<file path="src/rtl/spi_bus_pkg.sv">
// Shared definitions for the SPI bus arbiter: master indices, FSM encoding
// and small index helpers used by the arbiter and its round-robin picker.
package spi_bus_pkg;

    localparam int N_MASTERS = 3;

    localparam logic [1:0] AMP = 2'd0;
    localparam logic [1:0] ADC = 2'd1;
    localparam logic [1:0] DAC = 2'd2;

    typedef enum logic [1:0] {
        IDLE  = 2'd0,
        OWNED = 2'd1,
        GUARD = 2'd2
    } arb_state_e;

    // Wraps DAC back to AMP so the round-robin pointer always stays in 0..2.
    function automatic logic [1:0] next_idx(input logic [1:0] idx);
        return (idx == DAC) ? AMP : idx + 2'd1;
    endfunction

    function automatic logic [1:0] onehot_to_idx(input logic [2:0] oh);
        logic [1:0] idx;
        idx = AMP;
        if (oh[ADC]) idx = ADC;
        if (oh[DAC]) idx = DAC;
        return idx;
    endfunction

endpackage

</file>
<file path="src/rtl/spi_bus_arbiter_rr_pick3.sv">
// Combinational round-robin picker for three requesters: scans upward from
// ptr_i (modulo 3) and returns the first requester as a one-hot vector.
module rr_pick3
    import spi_bus_pkg::*;
(
    input  logic [2:0] req_i,
    input  logic [1:0] ptr_i,
    output logic [2:0] grant_next_o,
    output logic       valid_o
);

    int   slot;
    logic found;

    // An out-of-range pointer (3) folds onto 0 through the modulo.
    always_comb begin
        grant_next_o = '0;
        found        = 1'b0;
        slot         = 0;
        for (int k = 0; k < N_MASTERS; k++) begin
            slot = (int'(ptr_i) + k) % N_MASTERS;
            if (!found && req_i[slot]) begin
                grant_next_o[slot] = 1'b1;
                found              = 1'b1;
            end
        end
    end

    assign valid_o = found;

endmodule

</file>
<file path="src/rtl/spi_bus_arbiter.sv">
// Round-robin owner of the shared board SPI bus for the preamp, ADC and DAC
// masters, with an idle guard gap between owners and a hang timeout.
module spi_bus_arbiter
    import spi_bus_pkg::*;
#(
    parameter int GUARD_CYCLES   = 2,
    parameter int TIMEOUT_CYCLES = 4096
) (
    input  logic       CLK50MHZ,
    input  logic       RST,
    input  logic [2:0] req,
    input  logic [2:0] done,
    input  logic [2:0] m_sck,
    input  logic [2:0] m_mosi,
    input  logic [2:0] m_sel,
    output logic [2:0] grant,
    output logic       busy,
    output logic       timeout,
    output logic [1:0] timeout_id,
    output logic       spi_sck,
    output logic       spi_mosi,
    input  logic       spi_miso,
    output logic       m_miso,
    output logic       amp_cs_n,
    output logic       ad_conv,
    output logic       dac_cs_n,
    output logic       spi_ss_b,
    output logic       sf_ce0
);

    localparam logic [15:0] TIMEOUT_LAST = 16'(TIMEOUT_CYCLES - 1);
    localparam logic [7:0]  GUARD_LAST   = 8'(GUARD_CYCLES - 1);

    arb_state_e  state_q, state_d;
    logic [2:0]  grant_q, grant_d;
    logic [1:0]  owner_q, owner_d;
    logic [1:0]  rr_q, rr_d;
    logic [15:0] own_cnt_q, own_cnt_d;
    logic [7:0]  guard_cnt_q, guard_cnt_d;
    logic        timeout_q, timeout_d;
    logic [1:0]  timeout_id_q, timeout_id_d;

    logic [2:0]  pick_grant;
    logic        pick_valid;
    logic        owner_done;
    logic        owner_req;
    logic        expired;

    rr_pick3 u_pick (
        .req_i        (req),
        .ptr_i        (rr_q),
        .grant_next_o (pick_grant),
        .valid_o      (pick_valid)
    );

    // Masking with the one-hot grant makes non-owner done/req invisible here.
    assign owner_done = |(done & grant_q);
    assign owner_req  = |(req & grant_q);
    assign expired    = (own_cnt_q == TIMEOUT_LAST);

    always_comb begin
        state_d      = state_q;
        grant_d      = grant_q;
        owner_d      = owner_q;
        rr_d         = rr_q;
        own_cnt_d    = own_cnt_q;
        guard_cnt_d  = guard_cnt_q;
        timeout_d    = 1'b0;
        timeout_id_d = timeout_id_q;
        unique case (state_q)
            IDLE: begin
                if (pick_valid) begin
                    grant_d   = pick_grant;
                    owner_d   = onehot_to_idx(pick_grant);
                    own_cnt_d = '0;
                    state_d   = OWNED;
                end
            end
            OWNED: begin
                if (owner_done || !owner_req || expired) begin
                    grant_d     = '0;
                    rr_d        = next_idx(owner_q);
                    guard_cnt_d = '0;
                    state_d     = GUARD;
                    // A clean finish on the last allowed cycle is not a hang.
                    if (!owner_done && owner_req) begin
                        timeout_d    = 1'b1;
                        timeout_id_d = owner_q;
                    end
                end else begin
                    own_cnt_d = own_cnt_q + 16'd1;
                end
            end
            GUARD: begin
                if (guard_cnt_q == GUARD_LAST) begin
                    state_d = IDLE;
                end else begin
                    guard_cnt_d = guard_cnt_q + 8'd1;
                end
            end
            default: begin
                state_d = IDLE;
                grant_d = '0;
            end
        endcase
    end

    always_ff @(posedge CLK50MHZ) begin
        if (RST) begin
            state_q      <= IDLE;
            grant_q      <= '0;
            owner_q      <= AMP;
            rr_q         <= AMP;
            own_cnt_q    <= '0;
            guard_cnt_q  <= '0;
            timeout_q    <= 1'b0;
            timeout_id_q <= '0;
        end else begin
            state_q      <= state_d;
            grant_q      <= grant_d;
            owner_q      <= owner_d;
            rr_q         <= rr_d;
            own_cnt_q    <= own_cnt_d;
            guard_cnt_q  <= guard_cnt_d;
            timeout_q    <= timeout_d;
            timeout_id_q <= timeout_id_d;
        end
    end

    assign grant      = grant_q;
    assign busy       = (state_q != IDLE);
    assign timeout    = timeout_q;
    assign timeout_id = timeout_id_q;

    // Bus mux is driven straight from the grant register, so an empty grant
    // parks every line at its idle level during guard and idle.
    assign spi_sck  = |(grant_q & m_sck);
    assign spi_mosi = |(grant_q & m_mosi);
    assign amp_cs_n = ~(grant_q[AMP] & m_sel[AMP]);
    assign ad_conv  = grant_q[ADC] & m_sel[ADC];
    assign dac_cs_n = ~(grant_q[DAC] & m_sel[DAC]);

    assign m_miso   = spi_miso;
    assign spi_ss_b = 1'b1;
    assign sf_ce0   = 1'b1;

endmodule

</file>
<file path="config.mk">
export PLATFORM = sky130hd
export DESIGN_NAME = spi_bus_arbiter
export DESIGN_NICKNAME = d
export VERILOG_FILES = /design/src/rtl/spi_bus_pkg.sv /design/src/rtl/spi_bus_arbiter_rr_pick3.sv /design/src/rtl/spi_bus_arbiter.sv
export SDC_FILE = /design/constraint.sdc
export NUM_CORES = 1
export LEC_CHECK = 0
export CAP_MARGIN = 25
export CORE_MARGIN = 2
export CORE_UTILIZATION = 45
export CTS_BUF_LIST = sky130_fd_sc_hd__clkbuf_4
export DETAILED_ROUTE_END_ITERATION = 12
export GPL_TIMING_DRIVEN = 0
export PLACE_DENSITY = 0.79
export SYNTH_ARGS = -nofsm -noshare
export SYNTH_HDL_FRONTEND = slang
export SYNTH_SLANG_ARGS = --single-unit
</file>
<file path="constraint.sdc">
create_clock -name CLK50MHZ -period 5.9 [get_ports CLK50MHZ]
set_input_delay 1.18 -clock CLK50MHZ [delete_from_list [all_inputs] [get_ports CLK50MHZ]]
set_output_delay 1.18 -clock CLK50MHZ [all_outputs]
set_load 0.05 [all_outputs]
</file>
==> results.cfg <==
[routing]
viasPerCell = 5.64
wl_per_cell_um = 13.4
drc = 0
drtPass1Iterations = 4
vias = 1804
drtIter0Drc = 122
wl_um = 4300
ant_nets = 0

[clock_tree]
holdBufCountCts = 0
htreeDepth = 2
clk_pin_slew_ns = 0.11
clk_latency_ns = 0.34
post_cts_resized = 0
clockBufferDepth = 2
cts_tree = built
cts_buffers = 5
cts_root_buf = clkbuf_4
cts.sinks = 36
postCtsSetupRepairBufs = 0

[global_routing]
grt_pass1_wl_um = 7460
first_global_vias = 1702
antenna_found_initial = 0
grt-ovfl-total = 0
grt_max_degree = 12
grt_usage_pct = 18.1

[pwr]
p_seq_share_pct = 35.8
p_comb_share_pct = 43.1
p_per_area_mw_per_mm2 = 341
p_sw_share_pct = 40.8
p_switching_w = 0.000337
irDropWorstVdd_mv = 0.136
p_leak_nw = 0.843
power_frac_clock_pct = 21.1
internal_power_w = 0.000489

[timing]
finalSetupViolations = 0
skew_ns = 0.0128
maxSlewViolCount = 0
hold_slack_ns = 0.506
fin_crit_ns = 3.85
final_hold_viol_count = 0
finalCritPeriodShare_pct = 65.3
max_clock_freq_mhz = 260
max_slew_margin_pct = 50.8
rsz0062_at_grt = no
fin_tns_setup_ns = 0
setup_ws_ns = 2.05
worst_pin_slew_ns = 0.729

[floorplan]
die_area_mm2 = 0.00496
core_mm2 = 0.00429
die_h_um = 70.4
initial_utilization_pct = 46.2
ioPinCount = 33
num_rows = 24
fp.dieW_um = 70.4

[cells_and_area]
nFillCells = 408
nets = 292
diodes = 0
fin_cells = 320
drive_above_1_share_pct = 6.72
mostFrequentLayoutCell = dfxtp_1
areaGrowthSynthToFinish_pct = 22.1
fin_area_mm2 = 0.00242
final_cell_mix = 36 x dfxtp_1, 29 x clkdlybuf4s50_1, 26 x nor2_1

[setup_path]
cp-start-kind = input pin
critical_path.max_fanout = 1
required_ns = 4.72
worstSetupPathType = in -> out
end_kind = output pin
crit_arrival_ns = 2.67

[yosys]
yosysUniqueCellTypes = 52
ys_seq_area_share_pct = 36.3
synth-seq-cells = 36
synthesis.area_mm2 = 0.00198
synth_flop_cell = dfxtp_1
synthArstFlopShare_pct = 0
synth-edff-count = 0
yosysWarnings = 0
syn_avg_cell_area_um2 = 8.63
syn_inst = 230

[place]
port_buffers = 29
pre_cts_ws_ns = 2.05
gp_congestion = 0.798
placed_cells = 312
placed_area_mm2 = 0.00234
dp.final_hpwl_um = 3150

[outcome]
status = finished, final reports clean

[run]
cap_violations = 0

[worst_hold_path]
min_path_type = reg -> reg
cells by family after synthesis:
family	share of synthesized area (%)
and+or+nand+nor	29.2
AOI/OAI and AO/OA	15.2
DFF	36.3
xor gates and xnor gates	7.94
buffers and inverters	4.16
adders and majority gates	4.41
muxes	2.59
other	0.189
cell usage after synthesis, types with 2 or more instances:
cell type | number | share of area (%)
nand3_1 | 7 | 1.8
nand4_1 | 9 | 2.8
nor2b_1 | 6 | 1.9
inv_1 | 10 | 1.9
nor4b_1 | 2 | 0.88
xnor2_1 | 11 | 4.9
a22o_1 | 3 | 1.3
a222oi_1 | 4 | 2.0
dfxtp_1 | 36 | 36
mux2i_1 | 4 | 2.0
nand2_1 | 15 | 2.8
clkbuf_1 | 3 | 0.57
a21oi_1 | 9 | 2.3
buf_4 | 4 | 1.5
and2_1 | 2 | 0.63
and3_1 | 3 | 0.95
xor2_1 | 7 | 3.1
nand2b_1 | 4 | 1.3
nor3b_1 | 2 | 0.76
o31ai_1 | 2 | 0.76
and4_1 | 4 | 1.8
nor4_1 | 2 | 0.63
nor2_1 | 26 | 4.9
o21a_1 | 2 | 0.76
o21ai_0 | 4 | 1.0
nor3_1 | 10 | 2.5
or3_1 | 4 | 1.3
or3b_1 | 2 | 0.88
ha_1 | 7 | 4.4
a211oi_1 | 3 | 1.1
o22ai_1 | 2 | 0.63
power groups by stage:
stage	Sequential (W)	Combinational, W	Clock [W]
final	0.000296	0.000356	0.000174
after global placement	0.000299	0.000345	0
after floorplan	0.000313	0.000235	0
after CTS	0.000296	0.000353	0.000180
after detailed placement	0.000302	0.000352	0
after global routing	0.000301	0.000384	0.000188
state kept, by name, summed over array words and instances, names as in the netlist:
signal / flops
grant: 3
guard_cnt_q: 8
own_cnt_q: 16
owner_q: 2
rr_q: 2
state_q: 2
timeout: 1
timeout_id: 2
cell type report:
type | count | area [um2] | share of cell area (%)
multi-input cells | 177 | 1180 | 48.9
flip-flops and latches | 36 | 721 | 29.7
clock buffers | 6 | 45.0 | 1.86
inverters | 10 | 37.5 | 1.55
plain buffers | 8 | 45.0 | 1.86
well taps | 52 | 65.1 | 2.68
clock inverters | 2 | 35.0 | 1.45
repair buffers | 29 | 290 | 12.0
worst max-delay path, cell delays in order:
cell             delay (ns)
clkdlybuf4s50_1        0.40
a222oi_1               0.32
inv_1                  0.07
clkdlybuf4s50_1        0.70
layer usage:
layer,global-route usage [%],routed length [um],vias up,part of all wire [%]
met4,6.62,63,0,1.5
met5,0,0,-,0
li1,-,-,911,-
met3,4.04,308,7,7.2
met2,29.8,1940,64,45
met1,23.2,1990,822,46
worst paths after layout:
| check | from | endpoint | slack (ns) | depth (start not counted) |
|---|---|---|---|---|
| worst min register to register | timeout_id[1] | timeout_id[1] | 0.51 | 2 |
| worst min-delay path | timeout_id[1] | timeout_id[1] | 0.51 | 2 |
| worst max-delay path | m_mosi[0] | spi_mosi | 2.05 | 4 |
| worst max register to register | rr_q[1] | own_cnt_q[8] | 3.48 | 7 |
metrics by stage:
stage	util (%)	total power, W
6_report	56.4	0.000825
4_1_cts	56.4	0.000829
5_1_grt	56.4	0.000873
3_5_place_dp	54.6	0.000654
3_3_place_gp	54.6	0.000644
2_1_floorplan	-	0.000548
Note: power is estimated with default switching activity, not from simulation.
==> patch (same flow settings) <==
Change the package constant `N_MASTERS` from 3 to 2.
--- a/src/rtl/spi_bus_pkg.sv
+++ b/src/rtl/spi_bus_pkg.sv
@@ -4,3 +4,3 @@
 
-    localparam int N_MASTERS = 3;
+    localparam int N_MASTERS = 2;
 
Function: changed (Yosys sat finds a counterexample within 4 cycles, from zero or initial values and one cycle with RST high).
==> patch against the original RTL <==
  * Synthesized cell count fell by 2.2%
  * Critical endpoint unchanged
  * Fmax rose by 2.8%
  * Setup slack improved by 0.11 ns
  * Area after synthesis down 6.8%
  * Routed wire length shrank 2.2%
  * Cell area decreased by 10%
  * Sequential cell count is 4 lower
Power is not compared: it rests on default switching activity, and its combinational part moved more than twofold at a synthesized area within 25%.
==> patch: results (changes against the original RTL) <==
Final layout
  • Nets: 277 (-5.1%)
  • Biggest regs: own_cnt_q (16), guard_cnt_q (8)
  • ANT cells: 0 (unchanged)
  • Share of cells above drive strength 1: 0.118 (+0.0509)

Clocking
  • H-tree depth: 2 (unchanged)
  • Root Buffer: clkbuf_4
  • Skew-Pair Late Insertion Delay: 0.34 ns (about the same)
  • CTS Buf Count: 5 (unchanged)
  • PostCTS Resize Cnt: 0 (unchanged)
  • Clock slew at reported path FFs: 0.08 ns (-0.03 ns)
  • Post-CTS Repair Setup Buffers: 0 (unchanged)

Global routing
  • First-pass GRT wire length: 6540 um (-12%)
  • Met2 Resource Use GR: 0.285 (-0.0125)
  • Met3 Use GR: 0.0724 (+0.0320)
  • Vias in the first global route: 1,412 (-17%)
  • GR Layer Usage met1: 0.250 (+0.0179)
  • Largest net degree at the start of global routing: 11 (-1)
  • Total track usage: 0.190 (+0.00881)
  • Antenna violations before repair: 0 (unchanged)

Place
  • I/O Buffers: 21 (-28%)
  • Routability cong.: 0.854 (+7.0%)
  • Hpwl dp: 3090 um (-2.0%)
  • Placed cells: 299 (-4.2%)

Route
  • Vias per cell: 5.85 (+3.7%)
  • Iter 0 DRT Violations: 101 (-17%)
  • Via count: 1,777 (-1.5%)
  • Total routed wirelength: 4210 um (-2.2%)
  • Drt first pass iters: 4 (unchanged)
  • Post-DRT Antenna Nets: 0 (unchanged)

Worst setup path
  • RR Endpoint: own_cnt_q[13]
  • R2R setup slack: 3.88 ns (+0.40 ns)
  • CP max stage delay: 0.80 ns (+0.10 ns)
  • CP arrival: 2.57 ns (-0.10 ns)
  • CP delay by family, top: buffers and inverters
  • Worst Reg-to-Reg Cells: 7 (unchanged)
  • CP max FO: 1 (unchanged)
  • Worst r2r src: own_cnt_q[0]

Logic synthesis
  • Sequential share of the synthesized area: 0.346 (-0.0168)
  • Synth warnings: 0 (unchanged)
  • Prevailing post-synth register cell: dfxtp_1
  • Async set-or-reset flop fraction in the synthesized netlist: 0 (unchanged)
  • Top cells by count, synth: dfxtp_1, nand3_1, a21oi_1, nor2_1, nand2_1
  • Top cells by area, synth: dfxtp_1, nand3_1, a21oi_1, nor2_1, buf_4
  • Synth cell types: 57 (+9.6%)
  • Synth Instances: 225 (-2.2%)

STA
  • Worst-margin pin slew: 0.659 ns (-0.0694 ns)
  • Clk_skew: 0.00693 ns (-0.00587 ns)

Status
  • Outcome: complete, no violations

Power
  • Worst vdd ir: 0.000135 V
  • Lkg Pwr: 0.772 nW

Worst hold path
  • Hold crit path type: flop to flop
  • Origin of the worst min-delay path: guard_cnt_q[6]
  • Hold Path End: guard_cnt_q[6]
-- patch: logic make-up after synthesis --
group / share of synthesized area
multiplexers: 0.00541
flip-flops: 0.346
other: 0.00406
adder cells (fa/ha/maj): 0.0203
AND/OR/NAND/NOR: 0.357
buffers and inverters: 0.0690
AO/OA/AOI/OAI: 0.198
-- patch: area by class of cell --
type	instances	area, sq um
plain buffers	15	105
well taps	50	62.6
flip-flops and latches	32	641
clock buffers	5	37.5
repair buffers	21	210
multi-input cells	175	1090
fillers	386	1800
inverters	6	22.5
-- patch: layer usage --
| layer | up-vias | share of wire |
|---|---|---|
| met1 | 828 | 0.45 |
| met5 | - | 0 |
| met4 | 0 | 0.010 |
| met3 | 8 | 0.060 |
| met2 | 54 | 0.48 |
| li1 | 887 | - |
-- patch: worst max-delay path by stage --
stage / end / depth (start not counted) / startpoint / slack, ns
global placement: spi_mosi / 3 / m_mosi[0] / 2.16
CTS: spi_mosi / 3 / m_mosi[0] / 2.15
floorplan: spi_mosi / 1 / m_mosi[0] / 3.12
detailed placement: spi_mosi / 3 / m_mosi[0] / 2.15
finish: spi_mosi / 3 / m_mosi[0] / 2.15
global route: spi_sck / 3 / m_sck[0] / 2.12
-- patch: worst register-to-register path, delay by kind of cell (launching register included) --
kind | cells | cell delay [ns]
AO/OA/AOI/OAI | 1 | 0.12
AND/OR/NAND/NOR | 4 | 1.02
flip-flops | 1 | 0.37
buffers and inverters | 1 | 0.20
adder cells (fa/ha/maj) | 1 | 0.27
-- patch: through the flow --
step,setup WS (ns),cell area (sq um),hold WS (ns)
after floorplan,3.12,1860,0.445
after global placement,2.16,2130,0.462
after detailed placement,2.15,2130,0.490
after CTS,2.15,2170,0.503
after global routing,2.12,2170,0.529
final,2.15,2170,0.498
-- patch: power breakdown --
| part | switching, W | internal (W) | total [W] |
|---|---|---|---|
| Clock | 0.0000674 | 0.0000397 | 0.000107 |
| Combinational | 0.0000691 | 0.0000407 | 0.000110 |
| Sequential | 0.00000678 | 0.000222 | 0.000228 |
